==> config.mk <==
export PLATFORM = sky130hd
export DESIGN_NAME = core_scheduler_flat
export DESIGN_NICKNAME = d
export VERILOG_FILES = /design/src/rtl/gpu_pkg.sv /design/src/rtl/core_scheduler_if.sv /design/src/rtl/core_scheduler.sv /design/src/flat_wrapper.sv
export SDC_FILE = /design/constraint.sdc
export NUM_CORES = 1
export LEC_CHECK = 0
export CORE_ASPECT_RATIO = 1.5
export CORE_MARGIN = 5
export CORE_UTILIZATION = 25
export DETAILED_ROUTE_END_ITERATION = 8
export RECOVER_POWER = 50
export SYNTH_ARGS = -nofsm -noshare
export SYNTH_HDL_FRONTEND = slang
export SYNTH_SLANG_ARGS = --single-unit
==> constraint.sdc <==
create_clock -name clk -period 1.57 [get_ports clk]
set_input_delay 0.157 -clock clk [delete_from_list [all_inputs] [get_ports clk]]
set_output_delay 0.157 -clock clk [all_outputs]
set_load 0.05 [all_outputs]
==> src/rtl/gpu_pkg.sv <==
// Shared GPU encodings: core FSM states, fetcher and LSU state codes, default widths.
package gpu_pkg;

  localparam int THREADS_DEF = 4;
  localparam int PC_BITS_DEF = 8;

  typedef enum logic [2:0] {
    CS_IDLE    = 3'd0,
    CS_FETCH   = 3'd1,
    CS_DECODE  = 3'd2,
    CS_REQUEST = 3'd3,
    CS_WAIT    = 3'd4,
    CS_EXECUTE = 3'd5,
    CS_UPDATE  = 3'd6,
    CS_DONE    = 3'd7
  } core_state_e;

  localparam logic [1:0] FETCHER_IDLE     = 2'd0;
  localparam logic [1:0] FETCHER_FETCHING = 2'd1;
  localparam logic [1:0] FETCHER_FETCHED  = 2'd2;

  localparam logic [1:0] LSU_IDLE       = 2'd0;
  localparam logic [1:0] LSU_REQUESTING = 2'd1;
  localparam logic [1:0] LSU_WAITING    = 2'd2;
  localparam logic [1:0] LSU_DONE       = 2'd3;

endpackage

==> src/rtl/core_scheduler_if.sv <==
// Scheduler <-> core-unit signal bundle; slave is the scheduler, master drives its inputs.
interface core_scheduler_if #(
  parameter int THREADS_PER_BLOCK = 4,
  parameter int PC_BITS           = 8
);
  logic                                       start;
  logic [THREADS_PER_BLOCK-1:0]               thread_enable;
  logic                                       decoded_mem_read_enable;
  logic                                       decoded_mem_write_enable;
  logic                                       decoded_ret;
  logic [1:0]                                 fetcher_state;
  logic [THREADS_PER_BLOCK-1:0][1:0]          lsu_state;
  logic [THREADS_PER_BLOCK-1:0][PC_BITS-1:0]  next_pc;
  logic [2:0]                                 core_state;
  logic [PC_BITS-1:0]                         current_pc;
  logic                                       done;
  logic                                       pc_divergence_err;

  modport master (
    output start, thread_enable, decoded_mem_read_enable, decoded_mem_write_enable,
           decoded_ret, fetcher_state, lsu_state, next_pc,
    input  core_state, current_pc, done, pc_divergence_err
  );

  modport slave (
    input  start, thread_enable, decoded_mem_read_enable, decoded_mem_write_enable,
           decoded_ret, fetcher_state, lsu_state, next_pc,
    output core_state, current_pc, done, pc_divergence_err
  );
endinterface

==> src/rtl/core_scheduler.sv <==
// Per-core control FSM: sequences fetch/decode/memory/execute/update for one shared PC.
// Optional SCHED_DIVERGENCE_CHECK_EN adds a sticky flag for lanes disagreeing on next PC.
module core_scheduler
  import gpu_pkg::*;
#(
  parameter int THREADS_PER_BLOCK = THREADS_DEF,
  parameter int PC_BITS           = PC_BITS_DEF
) (
  input  logic             clk,
  input  logic             reset,
  core_scheduler_if.slave  sif
);

  core_state_e                  state_q, state_d;
  logic [THREADS_PER_BLOCK-1:0] mask_q, mask_d;
  logic [PC_BITS-1:0]           pc_q, pc_d;
  logic                         done_q, done_d;
  logic [PC_BITS-1:0]           sel_pc;
  logic [THREADS_PER_BLOCK-1:0] lane_busy;

  for (genvar i = 0; i < THREADS_PER_BLOCK; i++) begin : g_busy
    assign lane_busy[i] = mask_q[i] &&
                          (sif.lsu_state[i] == LSU_REQUESTING || sif.lsu_state[i] == LSU_WAITING);
  end

  // Descending scan so the lowest-index enabled lane wins.
  always_comb begin
    sel_pc = '0;
    for (int i = THREADS_PER_BLOCK - 1; i >= 0; i--)
      if (mask_q[i]) sel_pc = sif.next_pc[i];
  end

  always_ff @(posedge clk or posedge reset) begin
    if (reset) begin
      state_q <= CS_IDLE;
      mask_q  <= '0;
      pc_q    <= '0;
      done_q  <= 1'b0;
    end else begin
      state_q <= state_d;
      mask_q  <= mask_d;
      pc_q    <= pc_d;
      done_q  <= done_d;
    end
  end

  always_comb begin
    state_d = state_q;
    mask_d  = mask_q;
    pc_d    = pc_q;
    done_d  = done_q;
    case (state_q)
      CS_IDLE: if (sif.start) begin
        mask_d = sif.thread_enable;
        if (|sif.thread_enable) begin
          pc_d    = '0;
          state_d = CS_FETCH;
        end else begin
          done_d  = 1'b1;
          state_d = CS_DONE;
        end
      end
      CS_FETCH:   if (sif.fetcher_state == FETCHER_FETCHED) state_d = CS_DECODE;
      CS_DECODE:  state_d = CS_REQUEST;
      CS_REQUEST: state_d = CS_WAIT;
      CS_WAIT:    if (!(|lane_busy)) state_d = CS_EXECUTE;
      CS_EXECUTE: state_d = CS_UPDATE;
      CS_UPDATE: begin
        if (sif.decoded_ret) begin
          done_d  = 1'b1;
          state_d = CS_DONE;
        end else begin
          pc_d    = sel_pc;
          state_d = CS_FETCH;
        end
      end
      CS_DONE: if (!sif.start) begin
        done_d  = 1'b0;
        state_d = CS_IDLE;
      end
      default: state_d = CS_IDLE;
    endcase
  end

  assign sif.core_state = state_q;
  assign sif.current_pc = pc_q;
  assign sif.done       = done_q;

`ifdef SCHED_DIVERGENCE_CHECK_EN
  logic                         err_q;
  logic [THREADS_PER_BLOCK-1:0] lane_diverge;

  for (genvar i = 0; i < THREADS_PER_BLOCK; i++) begin : g_div
    assign lane_diverge[i] = mask_q[i] && (sif.next_pc[i] != sel_pc);
  end

  always_ff @(posedge clk or posedge reset) begin
    if (reset) err_q <= 1'b0;
    else if (state_q == CS_UPDATE && !sif.decoded_ret && |lane_diverge) err_q <= 1'b1;
  end

  assign sif.pc_divergence_err = err_q;
`else
  assign sif.pc_divergence_err = 1'b0;
`endif

endmodule

==> src/flat_wrapper.sv <==
// flat-port wrapper written by rule: the top's interface ports become plain ports
module core_scheduler_flat import gpu_pkg::*;
#(
  parameter int THREADS_PER_BLOCK = THREADS_DEF,
  parameter int PC_BITS           = PC_BITS_DEF
)
  (clk, reset, sif_start, sif_thread_enable, sif_decoded_mem_read_enable, sif_decoded_mem_write_enable, sif_decoded_ret, sif_fetcher_state, sif_lsu_state, sif_next_pc, sif_core_state, sif_current_pc, sif_done, sif_pc_divergence_err);
  core_scheduler_if #(.THREADS_PER_BLOCK(THREADS_PER_BLOCK), .PC_BITS(PC_BITS)) sif_i ();
  input  logic clk;
  input  logic reset;
  input wire logic [$bits(sif_i.start)-1:0] sif_start;
  input wire logic [$bits(sif_i.thread_enable)-1:0] sif_thread_enable;
  input wire logic [$bits(sif_i.decoded_mem_read_enable)-1:0] sif_decoded_mem_read_enable;
  input wire logic [$bits(sif_i.decoded_mem_write_enable)-1:0] sif_decoded_mem_write_enable;
  input wire logic [$bits(sif_i.decoded_ret)-1:0] sif_decoded_ret;
  input wire logic [$bits(sif_i.fetcher_state)-1:0] sif_fetcher_state;
  input wire logic [$bits(sif_i.lsu_state)-1:0] sif_lsu_state;
  input wire logic [$bits(sif_i.next_pc)-1:0] sif_next_pc;
  output wire logic [$bits(sif_i.core_state)-1:0] sif_core_state;
  output wire logic [$bits(sif_i.current_pc)-1:0] sif_current_pc;
  output wire logic [$bits(sif_i.done)-1:0] sif_done;
  output wire logic [$bits(sif_i.pc_divergence_err)-1:0] sif_pc_divergence_err;
  assign sif_i.start = sif_start;
  assign sif_i.thread_enable = sif_thread_enable;
  assign sif_i.decoded_mem_read_enable = sif_decoded_mem_read_enable;
  assign sif_i.decoded_mem_write_enable = sif_decoded_mem_write_enable;
  assign sif_i.decoded_ret = sif_decoded_ret;
  assign sif_i.fetcher_state = sif_fetcher_state;
  assign sif_i.lsu_state = sif_lsu_state;
  assign sif_i.next_pc = sif_next_pc;
  assign sif_core_state = sif_i.core_state;
  assign sif_current_pc = sif_i.current_pc;
  assign sif_done = sif_i.done;
  assign sif_pc_divergence_err = sif_i.pc_divergence_err;
  core_scheduler #(.THREADS_PER_BLOCK(THREADS_PER_BLOCK), .PC_BITS(PC_BITS)) u_core (.clk(clk), .reset(reset), .sif(sif_i));
endmodule
After elaboration in Yosys (flattened, before gate mapping)
Cells that the tools add are included.
{"block": "classes", "eq_ne": 24, "n_mux": 20, "n_reduce_logical": 17}
{"op": "two-way mux 8 bit", "n": 7}
{"op": "one-hot mux 3 bit (8 select lines)", "n": 1}
{"op": "two-way mux 3 bit", "n": 6}
{"op": "one-hot mux 8 bit (2 select lines)", "n": 1}
{"op": "equality test 3 bit (second input constant)", "n": 4}
{"op": "!= test 2 bit (second input constant)", "n": 6}
{"op": "equality test 2 bit (second input constant)", "n": 5}
{"op": "equality test 2 x 1 -> 1 bit (second input constant)", "n": 4}
{"op": "AND reduction 4 bit", "n": 2}
{"op": "OR reduction 4 bit", "n": 2}
{"op": "equality test 3 x 2 -> 1 bit (second input constant)", "n": 2}
{"op": "AND reduction 5 bit", "n": 1}
{"op": "logical AND 1 bit", "n": 4}
{"op": "logical OR 1 bit", "n": 4}
{"op": "two-way mux 1 bit", "n": 4}
{"op": "!= test 2 x 1 -> 1 bit (second input constant)", "n": 2}
{"op": "equality test 3 x 1 -> 1 bit (second input constant)", "n": 1}
{"op": "zero test 3 bit", "n": 1}
{"op": "one-hot mux 1 bit (3 select lines)", "n": 1}
{"op": "nonzero test 3 bit", "n": 1}
{"op": "AND reduction 2 bit", "n": 1}
{"op": "nonzero test 2 bit", "n": 1}
{"block": "totals", "reg_bits": 16, "inputBits": 52, "output_inout_bits": 13, "word_cells": 65}

Longest topological paths before layout
{"block": "depth", "ltp_word": 6, "mapped_depth": 5, "ltp_nobuf": 4}

Worst setup path before layout
No wires, ideal clock.
{"block": "synth_path", "path_kind": "reg-to-reg", "from": "reg u_core.state_q[0] (netlist: u_core.sif.core_state[0])", "to": "reg u_core.mask_q[0]", "setup_time_ns": 0.127, "arrival_time_ns": 1.549, "required_time_ns": 1.443, "slack_ns": -0.106, "path_stages_with_launch": 4, "n_path_buf": 1, "period_less_slack_ns": 1.676, "cell_sequence": "dfrtp_1 -> buf_2 -> nor4_4 -> mux2_1"}
{"block": "synth_between", "elab_chain_len": 2}
{"element": "start, declared", "line": "core_scheduler.sv:14", "text": "core_state_e state_q, state_d;"}
{"element": "start signal, assigned", "line": "core_scheduler.sv:40", "text": "state_q <= state_d;"}
{"element": "zero test 3 bit", "line": "core_scheduler.sv:52", "text": "case (state_q)"}
{"element": "AND reduction 2 bit (no source line)"}
{"element": "end signal, assigned", "line": "core_scheduler.sv:41", "text": "mask_q <= mask_d;"}
{"element": "end, declared", "line": "core_scheduler.sv:15", "text": "logic [THREADS_PER_BLOCK-1:0] mask_q, mask_d;"}
Every way passes these cells.
A chain may end at the register's enable or synchronous reset.

Worst setup path in the final report
{"block": "layout_path", "from": "reg u_core.state_q[1] (netlist: u_core.sif.core_state[1])", "to": "reg u_core.mask_q[2]"}
Same word-level chain as after synthesis.

==> reports/metrics.yaml <==
sta:
  period_needed_ns: 1.47
  clock_skew_ns: 0.00453
  finalCritPeriodShare_pct: 93.6
  worstMarginPinSlew_ns: 0.618
  finalMaxSlewViolations: 0
  maxSlewHeadroom_pct: 58.7
  rsz0062_at_grt: "no"
  setup_viol: 0
  timing.final.ws_setup_ns: 0.100
  fmax_mhz: 681
  hold_viol_final: 0
critical_path:
  cp.required_ns: 1.69
  cp_num_buf_inv: 0
  r2r_slack_ns: 0.10
  worstPathMaxFanout: 12
  crit_chain: "nor4_4, mux2_1"
  critPathLaunchType: "flop"
  cp_slowest_cell: "dfrtp_2"
  max_stage_delay_ns: 0.52
  cp-end-kind: "flop"
  critPathTopFamily: "flip-flops"
  crit_type: "flop to flop"
  cp.arrival_ns: 1.59
clock_tree:
  cts_buffer_depth: 2
  htree_levels: 1
  clock_latency_ns: 0.24
  cts_sinks: 16
  cts_made_buffers: 3
  cts_setup_buffers: 0
  clockRootBuffer: "clkbuf_8"
  cts_tree: "yes"
  clk_pin_slew_worst_paths_ns: 0.06
  holdBufCountCts: 0
  cts_resized: 0
detailed_routing:
  routed_wl_um: 3340
  drt_pre_antenna_iters: 6
  drt-wirelength-per-cell_um: 15.5
  detail-route-antenna-nets: 0
  vias: 1110
  drt-initial-drc-count: 28
  drc: 0
  viasPerCell: 5.16
pwr:
  p_leak_nw: 0.732
  ir_worst_vdd_mv: 1.22
  finalPower_mw: 3.04
  power_density_nw_per_um2: 1710
worst_hold_path:
  hold_class: "input port to async pin"
die:
  io-pin-count: 65
  core_um2: 4170
  die_x_um: 63.4
  rows: 29
  start_util_pct: 25.6
  die_y_um: 90.1
  die_area_um2: 5710
grt:
  grt_pass1_wl_um: 5420
  grt_max_degree: 19
  grt_pass1_vias: 1197
  antenna_found_initial: 0
  overflow: 0
  globalRouteTotalUtil_pct: 11.4
placed_design:
  dpl_cell_area_um2: 1760
  gp_congestion: 0.877
  preCtsSetupSlack_ns: -0.104
  port-buffer-count: 61
  hpwl_um: 2830
final_layout:
  antenna_cells: 0
  synthToLayoutAreaGrowth_pct: 65.8
  nets: 222
  fin_area_um2: 1770
  drive_gt1_share_pct: 15.4
yosys:
  synth.distinct_cells: 36
  yosys_warnings: 0
  ys_ff_latch: 16
  synthArstFlopShare_pct: 100
  syn_area_per_cell_um2: 10.2
  syn_nets: 157
  syn_area_um2: 1070
  yosysSeqAreaShare_pct: 37.4
  synth_edf_count: 0
  synthFlopType: "dfrtp_1"
  syn-instance-count: 105
run_status:
  status: "complete, no violations"
job:
  cap_violations: 0
-- kinds of logic after synthesis --
group	after synthesis	synth area share (%)
AND/OR/NAND/NOR	30	20.4
XOR/XNOR	4	3.27
other	1	0.351
flip-flops	16	37.4
AO/OA/AOI/OAI	37	28.3
multiplexers	4	4.21
buffers and inverters	13	6.08
-- sequential cells by signal, summed over array words and instances, names as in the netlist --
register	count
u_core.sif.done	1
u_core.sif.current_pc	8
u_core.mask_q	4
u_core.sif.core_state	3
-- metrics by stage --
step	hold slack, ns	util [%]	TNS [ns]	std cells
2_1_floorplan	0.0705	-	0	105
3_3_place_gp	0.405	42.1	-0.238	211
3_5_place_dp	0.418	42.1	-0.416	211
4_1_cts	0.152	43.1	0	215
5_1_grt	0.299	42.5	0	215
6_report	0.274	42.5	0	215
-- cells in the final DEF (no fill, tap or decap), types with 2 or more instances in the layout --
| cell | n |
|---|---|
| clkbuf_1 | 8 |
| nand2_1 | 10 |
| o21ai_1 | 8 |
| nand3_1 | 2 |
| buf_12 | 3 |
| a32oi_1 | 9 |
| clkbuf_8 | 3 |
| dfrtp_2 | 3 |
| inv_2 | 2 |
| a221o_1 | 8 |
| a21oi_1 | 2 |
| nand2b_1 | 9 |
| xor2_1 | 4 |
| inv_1 | 3 |
| o211ai_1 | 2 |
| buf_4 | 9 |
| dfrtp_1 | 13 |
| mux2_1 | 4 |
| clkdlybuf4s50_1 | 48 |
-- Yosys cell counts (2+ instances only) --
library cell	instances	share of area (%)
inv_2	2	0.70
nand2b_1	9	5.3
xor2_1	4	3.3
a221o_1	8	7.5
buf_4	2	1.4
clkbuf_1	3	1.1
o211ai_1	2	1.4
a32oi_1	9	7.4
dfrtp_1	16	37
nand2_1	10	3.5
nand3_1	2	0.94
inv_1	3	1.1
mux2_1	4	4.2
a21oi_1	2	0.94
o21ai_1	8	3.7
-- layer usage --
layer,wire [um],global-route usage [%],share of wire (%),vias up
li1,-,-,-,532
met1,1250,12.3,37,527
met3,212,3.37,6.4,8
met4,94,3.99,2.8,0
met2,1780,20.6,53,43
met5,0,0,0,-
-- worst paths after layout --
kind,start,endpoint,cells after the start
worst min register to register,u_core.sif.current_pc[2]$_DFFE_PP0P_,u_core.sif.current_pc[2]$_DFFE_PP0P_,2
min in group clk,u_core.sif.current_pc[2]$_DFFE_PP0P_,u_core.sif.current_pc[2]$_DFFE_PP0P_,2
worst max-delay path,u_core.sif.core_state[1]$_DFFE_PP0P_,u_core.mask_q[2]$_DFFE_PP0P_,2
max in group asynchronous,reset,u_core.mask_q[0]$_DFFE_PP0P_,3
worst max register to register,u_core.sif.core_state[1]$_DFFE_PP0P_,u_core.mask_q[2]$_DFFE_PP0P_,2
worst min-delay path,reset,u_core.sif.current_pc[1]$_DFFE_PP0P_,2
-- final cells by class --
class,instances,area (um2)
multi-input cells,76,604
fillers,420,2400
clock buffers,4,45.0
well taps,46,57.6
inverters,5,18.8
flip-flops and latches,16,404
repair buffers,68,644
-- power by group --
group / internal (mW) / leakage, nW / switching [mW]
Sequential: 0.615 / 0.195 / 0.341
Combinational: 0.746 / 0.514 / 1.03
Clock: 0.179 / 0.0228 / 0.131
Total: 1.54 / 0.732 / 1.50
No activity file was read; power rests on OpenSTA's default activity.
==> variant 1: new RTL, same settings <==
The package constant `PC_BITS_DEF` goes from 8 to 9.
--- a/src/rtl/gpu_pkg.sv
+++ b/src/rtl/gpu_pkg.sv
@@ -3,5 +3,5 @@
 
   localparam int THREADS_DEF = 4;
-  localparam int PC_BITS_DEF = 8;
+  localparam int PC_BITS_DEF = 9;
 
   typedef enum logic [2:0] {
Ports: changed (resized sif_current_pc and sif_next_pc); port bits go from 65 to 70. No check against the original RTL was run, so the function may have changed too.
==> variant 1 against the original RTL <==
- design area increased by 8.3%
- routed wire length increased by 22%
- synthesized area increased by 2.5%
- setup slack got worse by 0.070 ns
- critical path depth increased by 3
- clock skew decreased by 0.0019 ns
- power increased by 2.3%
- sequential cell count increased by 1
- clock power increased by 7.1%
- fmax decreased by 4.6%
- combinational power increased by 9.6%
- cell count increased by 9.3%
- utilization increased by 2.8 points
- critical endpoint is now u_core.sif.current_pc[4]
- largest power group unchanged
- highest routed layer unchanged
==> variant 1: results (changes against the original RTL) <==
Post-synth top cells dfrtp_1, nor2b_1, a221o_1 (was dfrtp_1, nand2_1, a32oi_1, nand2b_1); R2R depth 5 (was 2); post-cts gate resize count 1 (was 0); Multi-In Gates 81 (was 76); DR pass1 iterations 4 (was 6); sequential share of the synthesized area 38.81% (was 37.43%); outcome finished, final reports clean (unchanged); buffering overhead 40.69% (was 36.32%); CP max stage delay 0.42 ns (was 0.52 ns); Layout fillers 406 (was 420); Cells after DPL 231 (was 211); footprint of the multi-input gates 595.6 sq um (was 604.3 sq um); IO Port Bufs 66 (was 61); worst path arrival time 1.67 ns (was 1.59 ns); Layout Nets 246 (was 222); setup slack, reg-to-reg 0.03 ns (was 0.10 ns); max reg flops 9 (was 8); power share of the clock group 10.7% (was 10.2%); Overall Global Routing Usage 14.08% (was 11.44%); Synth Area in Compound Gates 25.46% (was 28.30%); first-pass GRT wire length 6568 microns (was 5416 microns); Initial DRC Count 43 (was 28); internal power component 1.667 mW (was 1.541 mW); Setup Slack @ Placement -0.2810 ns (was -0.1038 ns); Layout Skew 0.002606 ns (was 0.004533 ns); Clock buf/inv share 2.409% (was 2.539%)
==> variant 1: changes by cell type after synthesis, sizes merged, moves of 3 or more <==
cell	before	now
nand2b	9	1
a22oi	0	3
a221oi	1	8
nor3	1	8
nor2b	1	11
a32oi	9	1
o21ai	8	4
nand2	10	4
==> variant 1: metal layers <==
| layer | routed length (microns) | vias up | global-route usage, % |
|---|---|---|---|
| met4 | 29 | 0 | 4.506 |
| met3 | 302 | 4 | 4.074 |
| met5 | 0 | - | 0 |
| met2 | 2207 | 58 | 25.34 |
| met1 | 1529 | 584 | 15.44 |
| li1 | - | 586 | - |
==> variant 1: worst max path at each step <==
stage | to | slack [ns] | cells past startpoint
floorplan | u_core.sif.current_pc[7] | -0.14 | 6
global placement | u_core.sif.current_pc[6] | -0.23 | 6
detailed placement | u_core.sif.current_pc[0] | -0.28 | 6
CTS | u_core.sif.current_pc[4] | 0.01 | 5
global route | u_core.sif.current_pc[4] | -0.03 | 5
finish | u_core.sif.current_pc[4] | 0.03 | 5
==> variant 2: new RTL, same flow settings <==
Made on the original files. `pc_q` no longer has a reset.
--- a/src/rtl/core_scheduler.sv
+++ b/src/rtl/core_scheduler.sv
@@ -35,12 +35,14 @@
       state_q <= CS_IDLE;
       mask_q  <= '0;
-      pc_q    <= '0;
       done_q  <= 1'b0;
     end else begin
       state_q <= state_d;
       mask_q  <= mask_d;
-      pc_q    <= pc_d;
       done_q  <= done_d;
     end
+  end
+
+  always_ff @(posedge clk) begin
+    pc_q <= pc_d;
   end
 
Check against the original RTL: differs if reset is asserted again (counterexample within 10 cycles, from zero or initial values and one cycle with reset high); with reset held inactive, the same outputs for 10 cycles.
==> variant 2 against the original RTL <==
- die area shrank 5.6%
- setup slack worse by 0.0080 ns
- count of clock-buffer cells in the layout decreased by 1
- routed wire length up 4.0%
- power decreased by 5.7%
- clock skew shrank 0.0035 ns
- sequential cell count unchanged
- fmax down 0.54%
- design area fell by 2.4%
- highest routed layer unchanged
- synthesized area decreased by 6.4%
==> variant 2: results (changes against the original RTL) <==
outcome finished, final reports clean (unchanged); vias in the first global route 1124 (was 1197); Final Non-Filler Cells 217 (was 215); initial antenna violation count 0 (unchanged); DR pass1 iterations 4 (was 6); sequential share of the synthesized area 44.00% (was 37.43%); Synth async-reset ratio 50.00% (was 100.0%); largest net degree at the start of global routing 12 (was 19); met3 WL 270 microns (was 212 microns); Initial DRC Count 66 (was 28); crit path max fanout 9 (was 12); Layout fillers 400 (was 420); Met1 Routed Length 1241 microns (was 1249 microns); Setup Slack @ Placement -0.1475 ns (was -0.1038 ns); worst path arrival time 1.66 ns (was 1.59 ns); largest cells by area after synthesis edfxtp_1, dfrtp_1, a221o_1 (was dfrtp_1, a221o_1, a32oi_1); leakage 0.6441 nW (was 0.7319 nW); met2 wire length 1906 microns (was 1781 microns); share of layout cells above drive strength 1 16.28% (was 15.38%); Syn Area/Cell 9.533 sq um (was 10.19 sq um); main flop type after synthesis edfxtp_1 (was dfrtp_1); Overall Global Routing Usage 13.14% (was 11.44%); worst-margin pin slew 0.6123 ns (was 0.6184 ns); Layout Skew 0.001035 ns (was 0.004533 ns); dpl cell area 1718 sq um (was 1755 sq um); Max VDD drop 0.7832 mV (was 1.217 mV); via/cell ratio 5.000 (was 5.163); number of synthesized flops with an enable pin 8 (was 0); routability congestion estimate from global placement 0.7777 (was 0.8772); overall routed net length 3472 microns (was 3337 microns); first-pass GRT wire length 5306 microns (was 5416 microns); Post-synth top cells nand2_1, o21ai_0 (was dfrtp_1, nand2_1, a32oi_1, nand2b_1); Cells after DPL 213 (was 211)
==> variant 2: changes by cell type after synthesis, sizes merged, moves of 2 or more <==
cell    before  now
a32oi        9    1
buf          5    3
clkbuf       3    6
dfrtp       16    8
edfxtp       0    8
nand2       10   16
nand2b       9    1
o21ai        8   11
o22ai        0    8
or4          0    2
==> variant 2: through the flow <==
step | hold slack, ns | setup TNS [ns]
after detailed placement | 0.4394 | -1.364
after global placement | 0.4359 | -1.022
after CTS | 0.1741 | 0
after floorplan | -0.02754 | -0.1750
after global routing | 0.3298 | 0
final | 0.2985 | 0
==> variant 2: cell families (layout without fill, tap and decap cells) <==
logic type             after synthesis  count (layout)  synth area share [%]
multiplexers                         3               3                 3.375
AND/OR/NAND/NOR                     29              29                 14.25
flip-flops                          16              16                 44.00
XOR/XNOR                             4               4                 3.500
AO/OA/AOI/OAI                       39              39                 28.37
buffers and inverters               13              80                 6.124
other                                1               1                0.3746
==> variant 2: final cells by class <==
| class | instances | area (sq um) | area share [%] |
|---|---|---|---|
| clock inverter | 1 | 3.754 | 0.2168 |
| multi-input combinational | 76 | 521.8 | 30.13 |
| sequential | 16 | 442.9 | 25.58 |
| timing repair buffer | 72 | 650.6 | 37.57 |
| inverter | 4 | 15.01 | 0.8671 |
| clock buffer | 3 | 41.29 | 2.384 |
| tap | 45 | 56.30 | 3.251 |
==> variant 2: metal layers <==
metal | up-vias | track usage, %
met5 | - | 0
met1 | 503 | 13.83
li1 | 539 | -
met4 | 0 | 4.054
met3 | 4 | 2.374
met2 | 39 | 24.98
==> variant 2: critical path: stages, from the launching register on <==
cell	delay, ns
dfrtp_2	0.45
inv_2	0.08
or4_1	0.55
a31oi_1	0.18
o31a_1	0.15
==> variant 2: what timing repair did <==
action / 4_1_cts / 5_1_grt
resized for setup: 0 / 2
buffers inserted: 0 / 0
endpoints found under the setup margin: 0 / 8
==> variant 2: report_power, final <==
| part | leakage, nW | total [mW] | switching [mW] | internal (mW) |
|---|---|---|---|---|
| sequential | 0.165 | 0.808 | 0.173 | 0.635 |
| clock | 0.0231 | 0.313 | 0.139 | 0.173 |
| combinational | 0.456 | 1.75 | 1.00 | 0.742 |
==> variant 2: final timing paths <==
check | startpoint | endpoint | slack, ns | depth (start not counted)
hold reg to reg | u_core.mask_q[3] | u_core.mask_q[3] | 0.56 | 1
setup reg to reg | u_core.sif.core_state[0] | u_core.sif.core_state[0] | 0.09 | 4
setup / recovery | u_core.sif.core_state[0] | u_core.sif.core_state[0] | 0.09 | 4
min in group clk | sif_thread_enable[1] | u_core.mask_q[1] | 0.52 | 3
hold / removal | reset | u_core.mask_q[3] | 0.30 | 2
max in group asynchronous | reset | u_core.sif.core_state[1] | 1.01 | 2
